File: src/rtl/axis_uart_pkg.sv
// axis_uart_pkg: shared constants and FSM encoding for the UART RX deframer
package axis_uart_pkg;
  localparam logic [7:0] SOF_DEF = 8'h7E;
  localparam int MAX_LEN_DEF = 16;
  localparam int LEN_W = $clog2(MAX_LEN_DEF + 1);
  typedef enum logic [2:0] {HUNT, LEN, PAYLOAD, CHECK, DRAIN} state_t;
  function automatic int len_w(input int max_len);
    return $clog2(max_len + 1);
  endfunction
endpackage

File: src/rtl/axis_uart_frame_buf.sv
// axis_uart_frame_buf: payload register array, sync write, async read, no data reset
module axis_uart_frame_buf #(
  parameter int DEPTH = 16,
  parameter int AW = $clog2(DEPTH)
) (
  input  logic          clk,
  input  logic          we,
  input  logic [AW-1:0] waddr,
  input  logic [7:0]    wdata,
  input  logic [AW-1:0] raddr,
  output logic [7:0]    rdata
);
  logic [7:0] mem [DEPTH];
  always_ff @(posedge clk) if (we) mem[waddr] <= wdata;
  assign rdata = mem[raddr];
endmodule

File: src/rtl/axis_uart_rx_deframer.sv
// axis_uart_rx_deframer: parses SOF/LEN/payload/XOR frames, forwards only good frames on AXI-Stream
module axis_uart_rx_deframer
  import axis_uart_pkg::*;
#(
  parameter logic [7:0] SOF_BYTE = SOF_DEF,
  parameter int MAX_LEN = MAX_LEN_DEF,
  parameter int TIMEOUT_CYCLES = 1000
) (
  input  logic        aclk,
  input  logic        aresetn,
  input  logic [8:0]  s_axis_tdata,
  input  logic        s_axis_tvalid,
  output logic        s_axis_tready,
  input  logic [4:0]  s_axis_terror,
  output logic [7:0]  m_axis_tdata,
  output logic        m_axis_tvalid,
  input  logic        m_axis_tready,
  output logic        m_axis_tlast,
  output logic [31:0] frame_ok_count,
  output logic [31:0] frame_err_count,
  output logic        busy
);
  localparam int LW = len_w(MAX_LEN);
  localparam int AW = $clog2(MAX_LEN);
  state_t state, state_n;
  logic rdy_en, acc, bad, active, timed_out, err_evt, ok_evt, hs, wr_en, unused_ok;
  logic [LW-1:0] len, wr_ptr, rd_ptr;
  logic [7:0] chk, b, rd_data;
  logic [31:0] timer;
  assign unused_ok = s_axis_tdata[8];
  assign b = s_axis_tdata[7:0];
  assign bad = |s_axis_terror;
  assign s_axis_tready = rdy_en && state != DRAIN;
  assign acc = s_axis_tvalid && s_axis_tready;
  assign active = state inside {LEN, PAYLOAD, CHECK};
  assign timed_out = TIMEOUT_CYCLES != 0 && active && !acc && timer == 32'(TIMEOUT_CYCLES - 1);
  assign m_axis_tvalid = state == DRAIN;
  assign m_axis_tdata = m_axis_tvalid ? rd_data : 8'h00;
  assign m_axis_tlast = m_axis_tvalid && rd_ptr == len - LW'(1);
  assign hs = m_axis_tvalid && m_axis_tready;
  assign ok_evt = hs && m_axis_tlast;
  assign wr_en = state == PAYLOAD && acc && !bad;
  assign busy = state != HUNT;
  always_comb begin
    state_n = state;
    err_evt = timed_out;
    case (state)
      HUNT:    if (acc && !bad && b == SOF_BYTE) state_n = LEN;
      LEN:     if (acc) begin
                 err_evt = bad || b == 8'h00 || {1'b0, b} > 9'(MAX_LEN);
                 state_n = PAYLOAD;
               end
      PAYLOAD: if (acc) begin
                 err_evt = bad;
                 state_n = wr_ptr == len - LW'(1) ? CHECK : PAYLOAD;
               end
      CHECK:   if (acc) begin
                 err_evt = bad || b != chk;
                 state_n = DRAIN;
               end
      DRAIN:   if (ok_evt) state_n = HUNT;
      default: state_n = HUNT;
    endcase
    if (err_evt) state_n = HUNT;
  end
  always_ff @(posedge aclk or negedge aresetn)
    if (!aresetn) state <= HUNT;
    else state <= state_n;
  always_ff @(posedge aclk or negedge aresetn) begin
    if (!aresetn) begin
      rdy_en <= 1'b0;
      len <= '0;
      wr_ptr <= '0;
      rd_ptr <= '0;
      chk <= '0;
      timer <= '0;
      frame_ok_count <= '0;
      frame_err_count <= '0;
    end else begin
      rdy_en <= 1'b1;
      timer <= (acc || !active || state_n == HUNT) ? '0 : timer + 32'd1;
      if (state == LEN && acc && !err_evt) begin
        len <= LW'(b);
        chk <= b;
        wr_ptr <= '0;
      end
      if (wr_en) begin
        chk <= chk ^ b;
        wr_ptr <= wr_ptr + LW'(1);
      end
      if (state == CHECK && acc && !err_evt) rd_ptr <= '0;
      if (hs) rd_ptr <= rd_ptr + LW'(1);
      frame_ok_count <= frame_ok_count + 32'(ok_evt && !(&frame_ok_count));
      frame_err_count <= frame_err_count + 32'(err_evt && !(&frame_err_count));
    end
  end
  axis_uart_frame_buf #(.DEPTH(MAX_LEN), .AW(AW)) u_buf (
    .clk  (aclk),
    .we   (wr_en),
    .waddr(wr_ptr[AW-1:0]),
    .wdata(b),
    .raddr(rd_ptr[AW-1:0]),
    .rdata(rd_data)
  );
endmodule
File: config.mk
export PLATFORM = sky130hd
export DESIGN_NAME = axis_uart_rx_deframer
export DESIGN_NICKNAME = d
export VERILOG_FILES = /design/src/rtl/axis_uart_pkg.sv /design/src/rtl/axis_uart_frame_buf.sv /design/src/rtl/axis_uart_rx_deframer.sv
export SDC_FILE = /design/constraint.sdc
export NUM_CORES = 1
export LEC_CHECK = 0
export ABC_CLOCK_PERIOD_IN_PS = 8900
export BUFFER_PORTS_ARGS = -buffer_cell sky130_fd_sc_hd__buf_2
export CAP_MARGIN = 20
export CORE_ASPECT_RATIO = 0.8
export CORE_UTILIZATION = 26
export CTS_BUF_LIST = sky130_fd_sc_hd__clkbuf_8
export CTS_CLUSTER_DIAMETER = 40
export CTS_CLUSTER_SIZE = 20
export DETAILED_ROUTE_END_ITERATION = 12
export GPL_ROUTABILITY_DRIVEN = 0
export SYNTH_ARGS = -nofsm -noshare
export SYNTH_HDL_FRONTEND = slang
export SYNTH_SLANG_ARGS = --single-unit
File: constraint.sdc
create_clock -name aclk -period 8.9 [get_ports aclk]
set_input_delay 0.445 -clock aclk [delete_from_list [all_inputs] [get_ports aclk]]
set_output_delay 0.445 -clock aclk [all_outputs]
set_load 0.02 [all_outputs]
==> results of run 1 <==
-- worst max-delay path, delay by kind of cell (launching register included) --
kind / cells / cell delay (ns)
simple gates: 6 / 1.80
compound gates: 3 / 0.66
buf+inv: 2 / 0.65
flops: 1 / 0.49
fa+ha+maj: 2 / 0.44
xor+xnor: 1 / 0.19
-- state kept, by name, indices dropped and copies added, names as in the netlist --
| register | count |
|---|---|
| chk | 8 |
| frame_err_count | 32 |
| frame_ok_count | 32 |
| len | 5 |
| rd_ptr | 5 |
| rdy_en | 1 |
| state | 3 |
| timer | 32 |
| u_buf.mem | 128 |
| wr_ptr | 5 |
-- worst max path at each step --
stage / from / end / slack (ns) / depth (start not counted)
2_1_floorplan: s_axis_tdata[0] / frame_err_count[27] / 5.54 / 12
3_3_place_gp: state[1] / frame_err_count[31] / 4.61 / 13
3_5_place_dp: state[1] / frame_err_count[30] / 4.57 / 14
4_1_cts: state[1] / frame_err_count[30] / 4.57 / 14
5_1_grt: state[1] / frame_err_count[30] / 4.26 / 14
6_report: state[1] / frame_err_count[30] / 4.61 / 14
-- through the flow --
stage / worst slack (ns) / total power, mW
after floorplan: 5.54 / 1.32
after global placement: 4.61 / 1.37
after detailed placement: 4.57 / 1.37
after CTS: 4.57 / 2.37
after global routing: 4.26 / 2.43
final: 4.61 / 2.33
-- synth_stat cells (3+ instances only) --
library cell / number
nor3_1: 24
mux4_2: 40
clkbuf_1: 16
xor2_1: 57
a21oi_1: 3
buf_2: 9
or3_1: 3
nor4_2: 5
and2_1: 17
dfrtp_1: 123
nand2_1: 60
and3_1: 23
nand2b_1: 7
o21ai_0: 4
nor2_1: 84
nor4_1: 12
edfxtp_1: 128
xnor2_1: 59
mux2_2: 5
ha_1: 11
nand3_1: 32
nor2b_1: 5
nand4_1: 42
mux2i_1: 3
and4_1: 5
inv_1: 16
-- cell type report --
| cell class | count | area [µm²] | share of cell area, % |
|---|---|---|---|
| clock inverter | 26 | 236 | 1.80 |
| clock buffer | 40 | 551 | 4.20 |
| multi-input combinational | 534 | 4090 | 31.2 |
| inverter | 16 | 60.1 | 0.458 |
| timing repair buffer | 104 | 556 | 4.24 |
| tap | 552 | 691 | 5.27 |
| antenna | 1 | 2.50 | 0.0191 |
| sequential | 251 | 6920 | 52.8 |
-- cell usage in the layout, fill, tap and decap left out, drive strengths merged, types with 5 or more instances in the layout --
master / netlist / layout
edfxtp: 128 / 128
dfrtp: 123 / 123
buf: 12 / 103
nor2: 84 / 84
nand2: 60 / 60
xnor2: 59 / 59
xor2: 57 / 57
nand4: 42 / 42
mux4: 40 / 40
clkbuf: 16 / 40
nand3: 32 / 32
nor3: 24 / 24
and3: 23 / 23
inv: 16 / 22
nor4: 18 / 18
and2: 17 / 17
clkinv: 0 / 12
ha: 11 / 11
nand2b: 7 / 7
clkinvlp: 0 / 6
and4: 5 / 5
nor2b: 5 / 5
mux2: 5 / 5
o21ai: 5 / 5
-- logic make-up (layout without fill, tap and decap cells) --
| family | count (synthesis) | in the layout | synth area share, % |
|---|---|---|---|
| AO/OA/AOI/OAI | 23 | 23 | 1.44 |
| flip-flops | 251 | 251 | 61.9 |
| other | 1 | 2 | 0.0335 |
| AND/OR/NAND/NOR | 334 | 334 | 15.7 |
| multiplexers | 48 | 48 | 8.82 |
| adder cells (fa/ha/maj) | 11 | 11 | 1.23 |
| XOR/XNOR | 117 | 117 | 9.28 |
| buffers and inverters | 44 | 186 | 1.64 |
-- routing by layer --
| metal | vias to the layer above | wire length (µm) |
|---|---|---|
| li1 | 3266 | - |
| met2 | 134 | 11700 |
| met4 | 0 | 495 |
| met1 | 3485 | 12000 |
| met5 | - | 0 |
| met3 | 31 | 1160 |
-- power by group --
part           leakage [nW]  total [mW]  internal [mW]  switching (mW)
Combinational          1.89       0.106         0.0311          0.0744
Clock                 0.393       0.987          0.496           0.491
Sequential             2.84        1.24           1.23          0.0104
Total                  5.12        2.33           1.76           0.576
==> run metrics, run 1 <==
IO Count=94; Die X=234 µm; Synth area leaders=edfxtp_1 (34%), dfrtp_1 (28%), mux4_2 (8.1%); syn_area_per_cell=~13 µm²; Worst Hold Class=primary input to register; CTS sink count=251; Arr. time, crit path=~4.8 ns; Post-synth EDFFs=128; hold path start=m_axis_tready; first-pass GRT wire length=40300 µm; Initial Util=26.5%; final cell count without fillers=around 1500; WHS Path Cells=3; Yosys warnings=0; Clock Skew=approximately 0.042 ns; Vias/cell=4.54; antenna violations before repair=1; top-area cell type share of the netlist area=about 34%; Least-Margin Pin Slew=1.06 ns; busiest layer in global routing=met2; Pleak=around 5.1 nW; number of DRC violations after detailed-routing iteration 0=360; Cells after DPL=1456; count of cell types in the netlist=54; WL final=25300 µm; sequential share of the synthesized area=61.9%; Max H-tree Level=2; share of layout cells above drive strength 1=22.9%; Post-CTS Resized=0; Row Count=67; worst path cell trace=or3b_1 -> inv_1 -> nor4_1 -> a21boi_1 -> a211oi_1 -> buf_4 -> o21a_1 -> ha_1 -> ha_1 -> nand3_1 -> nor2_1 -> nand2_1 -> nor3_1 -> xor2_1; Area Growth Syn to Fin=17.1%; peak supply drop=around 110 µV; RR Endpoint=frame_err_count[30]; Async S/R FF share, synth=49.0%; cts bufs inserted=38; most used cell, CP=ha_1; crit start category=register; critical path required time=between 9 and 10 ns; R2R Setup Slk=around 4.6 ns; final core occ=31.1%; input/output buffers=slightly above 90; GRT met2 Usage=17.9%; vias in the first global route=around 7000; capturing element type of the critical path=register; post-route cell area=between 10000 and 15000 µm²; # fillers=4225; fmax=233 MHz; Final Hold Fails=0; CTS tree=built; crit path max fanout=12; Yosys reg bits=approximately 250; final setup fails=0; Power Density=approximately 180 nW/µm²; clk buf depth=3; hold_ws=0.217 ns; Final min period=4.29 ns; DRC=0; dpl cell area=around 12000 µm²; Synth Cell Area=around 11000 µm²; Max Slew Vio Count=0; GRT Overall Usage=11.9%; final period utilization=48.2%; clk slew on worst S/H paths=0.06 ns; routed len/inst=16.6 µm; Syn Nets=roughly 860; met3 Use GR=2.45%; Crit Path Class=register to register; die area=about 44000 µm²; Hold Buf Count CTS=1; status=complete, no violations; Setup Buffers After CTS=0; antenna viol nets, final=0; MaxCap Viol Count=0; drt first pass iters=7; Max stage delay on crit path=0.49 ns; Clock Latency Late Sink=~0.58 ns; critical path's slowest cell=dfrtp_1; dpl hpwl=16700 µm; Die Ht=188 µm; met1 Use GR=17.0%; Vias=between 6000 and 7000; WHS Endpoint=state[2]; unrepaired setup endpoints after global routing=no; FF-to-FF Start=state[1]; Mapped Cells=829; R2R depth=14; Final Net Count=974; Core Area=42200 µm²; largest net degree at the start of global routing=64; area leader, netlist=edfxtp_1; root buffer cell=clkbuf_8; prevailing post-synth register cell=edfxtp_1; TNS Setup=0 ns; grt ovf=0; relative slew slack=~29%
Note: power is estimated with default switching activity, not from simulation.
==> run 2, diff against run 1 <==
Settings changed: ABC_CLOCK_PERIOD_IN_PS 8900 to 3800.
Clock period 8.9 ns to 3.8 ns, I/O delays scaled along.
==> run metrics, run 2 (synthesis gave the netlist of run 1 again) <==
status=complete, no violations; critical path's slowest cell=or3_1; crit start category=register; Max Slew Vio Count=0 (unchanged); Vias=7099 (+2.6%); peak supply drop=200 µV (+77%); Core Area=42200 µm² (unchanged); Pleak=5.28 nW (+3.0%); WHS Path Cells=5 (+2); Top reg by flops=u_buf.mem; GRT Overall Usage=11.9% (-0.029 points); Crit Path Class=register to register; root buffer cell=clkbuf_8; Worst Hold Class=primary input to register; share of layout cells above drive strength 1=25.0% (+2.1 points); Final Net Count=997 (+2.4%); Area Growth Syn to Fin=19.5%; drt first pass iters=6 (-1); antenna viol nets, final=0 (unchanged); unrepaired setup endpoints after global routing=yes; DRC=0 (unchanged); Power Density=422 nW/µm² (+140%); Vias/cell=4.59 (+1.1%); commonest non-fill, non-tap cell in the layout=edfxtp_1; Max H-tree Level=2 (unchanged); CTS tree=built; Die X=234 µm (unchanged); Final min period=3.50 ns (-0.785 ns); dpl hpwl=16700 µm (+0.30%); RR Endpoint=frame_err_count[25]; grt ovf=0 (unchanged); Setup Buffers After CTS=0 (unchanged); critical path required time=4.24 ns (-5.16 ns); vias in the first global route=7052 (+1.1%); CTS sink count=251 (unchanged); WHS Endpoint=state[2]; number of DRC violations after detailed-routing iteration 0=465 (+29%); TNS Setup=0 ns (unchanged); FF-to-FF Start=timer[0]; WL final=25300 µm (about the same); max reg flops=128 (unchanged); Clock Latency Late Sink=0.58 ns (about the same); largest net degree at the start of global routing=65 (+1.6%); clk buf depth=3 (unchanged); final setup fails=0 (unchanged); R2R depth=13 (-1); routed len/inst=16.3 µm (-1.6%); Least-Margin Pin Slew=1.02 ns (-0.0392 ns); Die Ht=188 µm (unchanged); Arr. time, crit path=3.94 ns (-0.85 ns); antenna violations before repair=0 (-1); R2R Setup Slk=0.30 ns (-4.32 ns); most used cell, CP=nand4_1; Initial Util=26.5% (unchanged); input/output buffers=92 (unchanged); capturing element type of the critical path=register; first-pass GRT wire length=40800 µm (+1.0%); relative slew slack=31.6% (+2.6 points); final cell count without fillers=1548 (+1.6%); commonest cells after routing, fill and taps aside=edfxtp_1 (128), dfrtp_1 (122), buf_2 (91), nor2_1 (84), nand2_1 (60); Final Hold Fails=0 (unchanged); crit path max fanout=9 (-3); Max stage delay on crit path=0.45 ns (-0.04 ns); Antenna diodes=0 (-1); die area=43900 µm² (unchanged); Cells after DPL=1477 (+1.4%); Row Count=67 (unchanged); MaxCap Viol Count=0 (unchanged); fmax=286 MHz (+22%); cts bufs inserted=37 (-2.6%); hold path start=s_axis_tvalid; final period utilization=92.1% (+44 points); worst path cell trace=ha_2 -> nor4bb_1 -> nand4_1 -> o21a_1 -> a211oi_1 -> buf_4 -> o21a_1 -> ha_1 -> nand4_1 -> or3_1 -> nor2_1 -> nand4_1 -> xnor2_1; Clock Skew=0.0408 ns (-0.00147 ns); clk slew on worst S/H paths=0.07 ns (about the same); IO Count=94 (unchanged)
run 2: final cells by class:
cell class	count	area, µm²
flip-flops and latches	251	6920
fillers	4219	28800
inverters	16	60.1
well taps	552	691
clock buffers	38	523
clock inverters	29	330
multi-input cells	534	4090
repair buffers	128	751
run 2: worst max-delay path by stage:
stage | from | end | slack [ns] | cells past startpoint
after floorplan | timer[0] | frame_err_count[27] | 0.51 | 13
after global placement | s_axis_tdata[0] | frame_err_count[25] | 0.14 | 13
after detailed placement | s_axis_tdata[0] | frame_err_count[25] | 0.14 | 13
after CTS | timer[0] | frame_err_count[25] | 0.24 | 13
after global routing | timer[0] | frame_err_count[27] | -0.07 | 14
final | timer[0] | frame_err_count[25] | 0.30 | 13
run 2: report_power, final:
part | leakage [nW] | internal [mW] | switching (mW)
logic | 2.01 | 0.0881 | 0.190
registers | 2.84 | 2.87 | 0.0153
clock network | 0.427 | 1.23 | 1.24
run 2: per-layer routing:
| layer | routed length (µm) | vias to the layer above | share of wire (%) | track usage, % |
|---|---|---|---|---|
| met5 | 0 | - | 0 | 0 |
| met4 | 451 | 0 | 1.8 | 3.35 |
| met3 | 1210 | 35 | 4.8 | 2.37 |
| met2 | 11600 | 155 | 46 | 17.7 |
| met1 | 12100 | 3594 | 48 | 17.4 |
| li1 | - | 3315 | - | - |
run 2: through the flow:
step                      total power, mW  utilization (%)  hold slack, ns  instance area [µm²]  setup slack [ns]
after floorplan                      3.09                -          -0.106                11200             0.508
after global placement               3.23             29.6           0.340                12500             0.141
after detailed placement             3.23             29.6           0.346                12500             0.143
after CTS                            5.73             31.7          0.0517                13400             0.244
after global routing                 5.87             31.7          0.0791                13400           -0.0743
final                                5.64             31.7          0.0855                13400             0.299
run 2: repair_timing:
| action | CTS | global route |
|---|---|---|
| hold buffers | 3 | 0 |
| setup endpoints to repair | 0 | 10 |
| gates resized for setup | 0 | 1 |
| endpoints found under the hold margin | 61 | 0 |
run 2: critical path, delay by kind of cell (launching register included):
kind / cells / cell delay, ns
flip-flops: 1 / 0.39
adder cells (fa/ha/maj): 2 / 0.46
AO/OA/AOI/OAI: 3 / 0.61
AND/OR/NAND/NOR: 6 / 1.55
buffers and inverters: 1 / 0.22
XOR/XNOR: 1 / 0.15
==> run 3, diff against run 2 <==
Settings changed: PLACE_DENSITY set to 0.52.
==> run metrics, run 3 (synthesis gave the netlist of run 1 again) <==
critical path required time=4.23 ns (about the same); status=finished with violations; WHS Path Cells=5 (unchanged); Initial Util=26.5% (unchanged); Power Density=439 nW/µm² (+3.9%); capturing element type of the critical path=register; Final min period=3.43 ns (-0.0683 ns); relative slew slack=32.2% (+0.63 points); Worst Hold Class=primary input to register; Max H-tree Level=2 (unchanged); Vias=7085 (-0.20%); GRT Overall Usage=12.6% (+0.73 points); dpl hpwl=17600 µm (+5.4%); Worst Setup SP=state[0]; Combinational Power Share=4.7% (-0.2 points); Area Growth Syn to Fin=21.5%; fmax=291 MHz (+2.0%); commonest cells after routing, fill and taps aside=edfxtp_1 (128), dfrtp_1 (122), buf_2 (91), nor2_1 (84), nand2_1 (60); Die Ht=188 µm (unchanged); net switching power=1.47 mW (+1.3%); R2R Setup Slk=0.37 ns (+0.07 ns); Setup Buffers After CTS=0 (unchanged); Core Area=42200 µm² (unchanged); die area=43900 µm² (unchanged); cts bufs inserted=41 (+11%); IO Count=94 (unchanged); Clock Latency Late Sink=0.59 ns (about the same); final setup fails=0 (unchanged); FF-to-FF Start=state[0]; unrepaired setup endpoints after global routing=no; R2R depth=11 (-2); MaxCap Viol Count=0 (unchanged); dpl ws=0.0864 ns (-0.0564 ns); total power=5.96 mW (+5.6%); switching share of total power=24.6% (-1.1 points); crit path max fanout=11 (+2); antenna viol nets, final=0 (unchanged); failing checks=design-rule violations; largest net degree at the start of global routing=50 (-23%); Row Count=67 (unchanged); Internal=4.49 mW (+7.1%); CTS tree=built; Max Slew Vio Count=0 (unchanged); crit start category=register; share of layout cells above drive strength 1=26.4% (+1.4 points); hold_ws=0.0640 ns (-0.0215 ns); final setup margin=0.367 ns (+0.0683 ns); Clock Skew=0.0481 ns (+0.00729 ns); register share of total power=48.5% (-2.7 points); clock power share=46.7% (+2.8 points); root buffer cell=clkbuf_8; first-pass GRT wire length=43000 µm (+5.4%); vias in the first global route=7352 (+4.3%); routed len/inst=16.8 µm (+2.9%); clk buf depth=3 (unchanged); Cells after DPL=1486 (+0.61%); Final Net Count=1012 (+1.5%); final period utilization=90.3% (-1.8 points); clk slew on worst S/H paths=0.07 ns (about the same); Final Hold Fails=0 (unchanged); Top reg by flops=u_buf.mem; TNS Setup=0 ns (unchanged); commonest non-fill, non-tap cell in the layout=edfxtp_1; Die X=234 µm (unchanged); RR Endpoint=frame_ok_count[12]; hold path start=s_axis_tvalid; peak supply drop=182 µV (-8.9%); Vias/cell=4.52 (-1.5%); Least-Margin Pin Slew=1.01 ns (-0.0150 ns); antenna violations before repair=0 (unchanged); WL final=26300 µm (+4.2%); CTS sink count=251 (unchanged); max reg flops=128 (unchanged); drt first pass iters=9 (+3); grt ovf=0 (unchanged); Crit Path Class=register to register; final cell count without fillers=1568 (+1.3%); Pleak=5.40 nW (+2.4%); Arr. time, crit path=3.86 ns (-0.08 ns); DRC=1 (+1); number of DRC violations after detailed-routing iteration 0=527 (+13%); Antenna diodes=0 (unchanged); WHS Endpoint=state[2]; input/output buffers=92 (unchanged)
-- run 3: cell count changes in the layout (fill, tap and decap cells not counted), moves of 3 or more --
cell	change
clkinv_2	-3
clkinv_8	-3
clkbuf_8	+8
buf_4	+11
-- run 3: cell type report --
type                    instances  area, µm²
flip-flops and latches        251       6920
well taps                     552        691
multi-input cells             534       4100
clock inverters                30        358
inverters                      16       60.1
repair buffers                139        828
fillers                      4217      28600
clock buffers                  46        633
-- run 3: layer usage --
metal	up-vias	global-route usage [%]	wire (µm)
met4	0	4.02	444
met3	32	2.49	1080
met1	3582	18.3	12700
li1	3350	-	-
met2	121	18.8	12100
met5	-	0	0
-- run 3: power by group through the flow --
stage	registers (mW)	clock network [mW]	logic, mW
2_1_floorplan	2.95	0	0.140
4_1_cts	2.89	2.89	0.289
5_1_grt	2.89	3.00	0.313
3_5_place_dp	2.95	0	0.285
3_3_place_gp	2.95	0	0.283
6_report	2.89	2.79	0.282
-- run 3: worst max-delay path: stages, from the launching register on --
cell	delay [ns]
dfrtp_1	0.46
or3b_1	0.50
inv_1	0.11
buf_4	0.22
nand2_1	0.23
a311oi_1	0.33
ha_1	0.28
ha_1	0.24
and2_1	0.31
nor2b_2	0.30
nand4_1	0.15
xnor2_1	0.14
-- run 3: repair_timing --
action | in CTS | in global routing
hold buffers | 5 | 0
resized for setup | 0 | 3
hold endpoints to repair | 50 | 0
setup endpoints to repair | 0 | 5
-- run 3: worst max-delay path by stage --
stage                                      to  slack (ns)  cells after the start
after floorplan           frame_err_count[27]        0.51                     13
after global routing       frame_ok_count[12]        0.09                     11
after global placement    frame_err_count[27]         0.1                     13
after CTS                 frame_err_count[27]        0.18                     13
after detailed placement  frame_err_count[31]        0.09                     13
final                      frame_ok_count[12]        0.37                     11
-- run 3: through the flow --
stage | area [µm²] | utilization [%]
6_report | 13600 | 32.2
3_3_place_gp | 12500 | 29.7
4_1_cts | 13600 | 32.2
2_1_floorplan | 11200 | -
5_1_grt | 13600 | 32.2
3_5_place_dp | 12500 | 29.7
